===== src/rtl/fetch_ctrl_if.sv =====
// ============================================================================
// fetch_ctrl_if : control/handshake bundle between the lookup stage and fetch_ctrl
// Revision 1.0 : initial release
// ============================================================================
`default_nettype none

interface fetch_ctrl_if #(
  parameter int PC_W = 10
);
  logic            Start;
  logic            Stall;
  logic            Halt;
  logic            Jump;
  logic            BranchEn;
  logic            Taken;
  logic [PC_W-1:0] Target;
  logic [PC_W-1:0] PC;
  logic [1:0]      ProgIdx;
  logic            Running;
  logic            Done;
  logic            AllDone;

  modport master (
    output Start, Stall, Halt, Jump, BranchEn, Taken, Target,
    input  PC, ProgIdx, Running, Done, AllDone
  );

  modport slave (
    input  Start, Stall, Halt, Jump, BranchEn, Taken, Target,
    output PC, ProgIdx, Running, Done, AllDone
  );
endinterface

`default_nettype wire


===== src/rtl/fetch_ctrl.sv =====
// ============================================================================
// fetch_ctrl : program counter and program sequencer driving instruction memory
// Revision 1.0 : initial release
// ============================================================================
`default_nettype none

module fetch_ctrl #(
  parameter int PC_W      = 10,
  parameter int NUM_PROGS = 3,
  parameter int REL_MODE  = 0
) (
  input  wire logic   CLK,
  input  wire logic   Reset_n,
  fetch_ctrl_if.slave bus
);

  localparam logic [1:0] c_IDLE     = 2'd0;
  localparam logic [1:0] c_RUN      = 2'd1;
  localparam logic [1:0] c_DONE     = 2'd2;
  localparam logic [1:0] c_LAST_IDX = 2'(NUM_PROGS - 1);

  logic [1:0]      state_q, state_d;
  logic [PC_W-1:0] pc_q, pc_d;
  logic [1:0]      idx_q, idx_d;
  logic            alldone_q, alldone_d;
  logic            running_q, running_d;
  logic            done_q, done_d;

  logic [PC_W-1:0] w_br_pc;
  logic [PC_W-1:0] w_pc_inc;

  assign w_pc_inc = pc_q + PC_W'(1);

  // Target and PC share a width, so a plain modular add is the sign-extended add.
  generate
    if (REL_MODE != 0) begin : g_rel
      assign w_br_pc = pc_q + bus.Target;
    end else begin : g_abs
      assign w_br_pc = bus.Target;
    end
  endgenerate

  always_ff @(posedge CLK or negedge Reset_n) begin
    if (!Reset_n) begin
      state_q   <= c_IDLE;
      pc_q      <= '0;
      idx_q     <= '0;
      alldone_q <= 1'b0;
      running_q <= 1'b0;
      done_q    <= 1'b0;
    end else begin
      state_q   <= state_d;
      pc_q      <= pc_d;
      idx_q     <= idx_d;
      alldone_q <= alldone_d;
      running_q <= running_d;
      done_q    <= done_d;
    end
  end

  always_comb begin
    state_d   = state_q;
    pc_d      = pc_q;
    idx_d     = idx_q;
    alldone_d = alldone_q;
    case (state_q)
      c_IDLE: begin
        if (bus.Start && !alldone_q) begin
          state_d = c_RUN;
        end
      end
      c_RUN: begin
        if (!bus.Stall) begin
          if (bus.Halt) begin
            // Programs are packed back-to-back: next one begins right after Halt.
            state_d = c_DONE;
            pc_d    = w_pc_inc;
            if (idx_q == c_LAST_IDX) begin
              idx_d     = '0;
              alldone_d = 1'b1;
            end else begin
              idx_d = idx_q + 2'd1;
            end
          end else if (bus.Jump || (bus.BranchEn && bus.Taken)) begin
            pc_d = w_br_pc;
          end else begin
            pc_d = w_pc_inc;
          end
        end
      end
      c_DONE: begin
        state_d = c_IDLE;
      end
      default: begin
        state_d = c_IDLE;
      end
    endcase
  end

  always_comb begin
    running_d = (state_d == c_RUN);
    done_d    = (state_d == c_DONE);
  end

  assign bus.PC      = pc_q;
  assign bus.ProgIdx = idx_q;
  assign bus.Running = running_q;
  assign bus.Done    = done_q;
  assign bus.AllDone = alldone_q;

endmodule

`default_nettype wire


===== src/flat_wrapper.sv =====
// flat-port wrapper written by rule: the top's interface ports become plain ports
module fetch_ctrl_flat 
#(
  parameter int PC_W      = 10,
  parameter int NUM_PROGS = 3,
  parameter int REL_MODE  = 0
)
  (CLK, Reset_n, bus_Start, bus_Stall, bus_Halt, bus_Jump, bus_BranchEn, bus_Taken, bus_Target, bus_PC, bus_ProgIdx, bus_Running, bus_Done, bus_AllDone);
  fetch_ctrl_if #(.PC_W(PC_W)) bus_i ();
  input  wire logic CLK;
  input  wire logic Reset_n;
  input wire logic [$bits(bus_i.Start)-1:0] bus_Start;
  input wire logic [$bits(bus_i.Stall)-1:0] bus_Stall;
  input wire logic [$bits(bus_i.Halt)-1:0] bus_Halt;
  input wire logic [$bits(bus_i.Jump)-1:0] bus_Jump;
  input wire logic [$bits(bus_i.BranchEn)-1:0] bus_BranchEn;
  input wire logic [$bits(bus_i.Taken)-1:0] bus_Taken;
  input wire logic [$bits(bus_i.Target)-1:0] bus_Target;
  output wire logic [$bits(bus_i.PC)-1:0] bus_PC;
  output wire logic [$bits(bus_i.ProgIdx)-1:0] bus_ProgIdx;
  output wire logic [$bits(bus_i.Running)-1:0] bus_Running;
  output wire logic [$bits(bus_i.Done)-1:0] bus_Done;
  output wire logic [$bits(bus_i.AllDone)-1:0] bus_AllDone;
  assign bus_i.Start = bus_Start;
  assign bus_i.Stall = bus_Stall;
  assign bus_i.Halt = bus_Halt;
  assign bus_i.Jump = bus_Jump;
  assign bus_i.BranchEn = bus_BranchEn;
  assign bus_i.Taken = bus_Taken;
  assign bus_i.Target = bus_Target;
  assign bus_PC = bus_i.PC;
  assign bus_ProgIdx = bus_i.ProgIdx;
  assign bus_Running = bus_i.Running;
  assign bus_Done = bus_i.Done;
  assign bus_AllDone = bus_i.AllDone;
  fetch_ctrl #(.PC_W(PC_W), .NUM_PROGS(NUM_PROGS), .REL_MODE(REL_MODE)) u_core (.CLK(CLK), .Reset_n(Reset_n), .bus(bus_i));
endmodule

===== config.mk =====
export PLATFORM = sky130hd
export DESIGN_NAME = fetch_ctrl_flat
export DESIGN_NICKNAME = d
export VERILOG_FILES = /design/src/rtl/fetch_ctrl_if.sv /design/src/rtl/fetch_ctrl.sv /design/src/flat_wrapper.sv
export SDC_FILE = /design/constraint.sdc
export NUM_CORES = 1
export LEC_CHECK = 0
export CAP_MARGIN = 40
export CORE_ASPECT_RATIO = 1.4
export CORE_MARGIN = 4
export CORE_UTILIZATION = 43
export DETAILED_ROUTE_END_ITERATION = 6
export PLACE_DENSITY_LB_ADDON = 0.12
export SLEW_MARGIN = 15
export SYNTH_ARGS = -nofsm -noshare
export SYNTH_HDL_FRONTEND = slang
export SYNTH_SLANG_ARGS = --single-unit

===== constraint.sdc =====
create_clock -name CLK -period 1.7 [get_ports CLK]
set_clock_uncertainty 0.05 [all_clocks]
set_input_delay 0.34 -clock CLK [delete_from_list [all_inputs] [get_ports CLK]]
set_output_delay 0.34 -clock CLK [all_outputs]
set_load 0.01 [all_outputs]

==> results by group <==
Run status
  • Outcome: finished clean

Pwr
  • Pleak: 0.563 nW
  • Max rail drop VDD: 0.544 mV
  • Power density over cell area: 541 nW/um^2

Final layout
  • ANT cells: 0
  • Nets@finish: 150
  • Filler Cell Count: 167
  • Synthesis-to-layout area growth: 45.5%
  • Fin util: 65.3%
  • Non-Filler Instances: 151
  • Share of layout cells above drive strength 1: 14.6%

Yosys
  • Sequential area share after synthesis: 48.1%
  • Synth cell types: 32
  • Yosys top cell area share: 48.1%
  • Synth warnings: 0
  • Dominant synthesized flop cell: dfrtp_1
  • Mapped Cells: 91
  • EDFF count, synth: 0
  • Synth cell count leaders: 17 x dfrtp_1, 8 x a21oi_1, 6 x nand2_1, 6 x nand3_1, 6 x o21ai_0
  • Flops & latches, synth: 17
  • Count leader, synth: dfrtp_1
  • Asr flop ratio synth: 100%
  • Cell taking the most area after synthesis: dfrtp_1
  • Avg Cell Area, Syn: 9.72 sq um
  • Top cells by area, synth: dfrtp_1 48%, a2bb2oi_1 5.0%, a21oi_1 4.5%
  • Synth Cell Area: 885 sq um
  • Syn Nets: 110

Timing
  • Maximum operating frequency: 610 MHz
  • Final hold vios: 0
  • Final worst slack: 0.0612 ns
  • Slew margin rel.: 81.1%
  • Fin crit share: 96.4%
  • Setup Viol. Count Final: 0
  • Max-slew violations: 0
  • Unrepaired setup endpoints after global routing: false
  • Minimum clock period: 1.64 ns
  • Slew of the pin with the lowest slew margin: 0.280 ns

Clock tree
  • Clk_lat worst skew: 0.28 ns
  • CTS buffer count: 3
  • CTS sink count: 17
  • Clk pin slew, worst setup/hold paths: 0.09 ns
  • Clk buf depth: 2
  • CTS tree: done
  • Clock Tree Root: clkbuf_4
  • CTS HTree Levels: 1

Routing
  • Total Routed Length: 2320 um
  • First-pass DRT Iterations: 4
  • # DRC: 0
  • Wire per inst: 15.4 um
  • Routed via count: 872
  • Routed Antenna Nets: 0
  • Initial drt markers: 36
  • Vias per inst: 5.77

Setup path
  • Crit Path Max Fanout: 7
  • Worst R2R Path Depth: 5
  • Worst setup SP type: flop
  • Worst path max stage delay: 0.55 ns
  • CP bufs+invs: 1
  • Crit path max-delay family: buffers and inverters
  • Endpoint type of the worst setup path: output pin
  • Required time of the critical path: 1.31 ns
  • Crit-path slowest cell: clkdlybuf4s50_1
  • WS Path Type: flop to output pin
  • Cell breakdown of the critical path: clkdlybuf4s50_1
  • Worst Path Arrival: 1.25 ns
  • Worst path depth: 1

GRT
  • Vias in the first global route: 892
  • First-pass GRT wire length: 3770 um
  • Initial antenna violation count: 0
  • Largest net degree at the start of global routing: 18
  • GRT Overall Usage: 18.3%
  • Congestion Overflow GR: 0

Floorplanning
  • DIE AREA: 2860 sq um
  • Core area: 1970 sq um
  • Cell Rows: 19
  • Die Ht: 61.7 um
  • Die X: 46.3 um
  • I/O pin count: 33
  • Starting Density: 44.8%

Placed design
  • Place WS: -0.0865 ns
  • DP HPWL: 1790 um
  • Gp weighted congestion: 0.943
  • Port Buffers: 32
  • Post-placement cell count: 146

Flow run
  • Max Cap Violations: 0

Hold path
  • Hold WC Path Type: primary input to asynchronous set/reset pin
## routing by layer
layer  GRT usage [%]  routed length (um)  up-vias
met4            8.94                  48        0
li1                -                   -      426
met5               0                   0        -
met3            3.80                 228        6
met2            32.3                1180       45
met1            20.1                 863      395
## report_power, final
group,switching [mW],internal (mW),total [mW]
logic,0.0386,0.0505,0.0891
registers,0,0.404,0.404
clock network,0.112,0.0909,0.203
total,0.151,0.545,0.696
## cells by family after synthesis
| logic type | Yosys count | synth area share [%] |
|---|---|---|
| AOI/OAI and AO/OA | 38 | 29.6 |
| buffers and inverters | 10 | 6.08 |
| DFF | 17 | 48.1 |
| adders and majority gates | 1 | 1.41 |
| and+or+nand+nor | 25 | 14.9 |
## registers in the layout, summed over array words and instances (netlist names)
register,count
u_core.bus.PC,10
u_core.bus.ProgIdx,2
u_core.state_q,2
u_core.bus.AllDone,1
u_core.bus.Done,1
u_core.bus.Running,1
## cell type report
type                    instances  area, sq um  share of cell area [%]
repair buffers                 39          375                    29.2
well taps                      21         26.3                    2.04
flip-flops and latches         17          432                    33.5
clock buffers                   4         26.3                    2.04
inverters                       6         22.5                    1.75
multi-input cells              64          405                    31.5
## cells in the final DEF (no fill, tap or decap), types with 5 or more instances in the layout
master,count
a2bb2oi_1,5
buf_4,7
nand3_1,6
dfrtp_1,12
clkdlybuf4s50_1,31
dfrtp_2,5
inv_1,5
a21oi_1,8
o21ai_0,6
o22ai_1,5
nand2_1,6
## worst register-to-register path, delay by kind of cell (launching register included)
| family | cells | cell delay [ns] |
|---|---|---|
| compound gates | 3 | 0.44 |
| simple gates | 1 | 0.22 |
| flops | 1 | 0.45 |
| fa+ha+maj | 1 | 0.23 |
## worst paths after layout
check / slack [ns] / end / from
setup / recovery: 0.06 / bus_PC[4] / u_core.bus.PC[4]$_DFFE_PN0P_
hold / removal: 0.33 / u_core.bus.PC[6]$_DFFE_PN0P_ / Reset_n
setup reg to reg: 0.22 / u_core.bus.PC[4]$_DFFE_PN0P_ / u_core.bus.PC[0]$_DFFE_PN0P_
hold reg to reg: 0.46 / u_core.bus.AllDone$_DFFE_PN0P_ / u_core.bus.AllDone$_DFFE_PN0P_
max in group asynchronous: 1.06 / u_core.bus.PC[4]$_DFFE_PN0P_ / Reset_n
min in group CLK: 0.46 / u_core.bus.AllDone$_DFFE_PN0P_ / u_core.bus.AllDone$_DFFE_PN0P_
## metrics by stage
stage / area (sq um) / total power, mW / TNS (ns) / hold slack, ns
2_1_floorplan: 885 / 0.441 / 0 / -0.00559
3_3_place_gp: 1240 / 0.499 / -0.155 / 0.425
3_5_place_dp: 1240 / 0.500 / -0.384 / 0.438
4_1_cts: 1270 / 0.703 / 0 / 0.337
5_1_grt: 1290 / 0.732 / 0 / 0.332
6_report: 1290 / 0.696 / 0 / 0.334
## repair_timing
item / in CTS / in global routing
setup buffers: 0 / 1
setup endpoints to repair: 0 / 7
gates resized for setup: 0 / 6
hold buffers: 0 / 0
(Power assumes the default switching activity.)
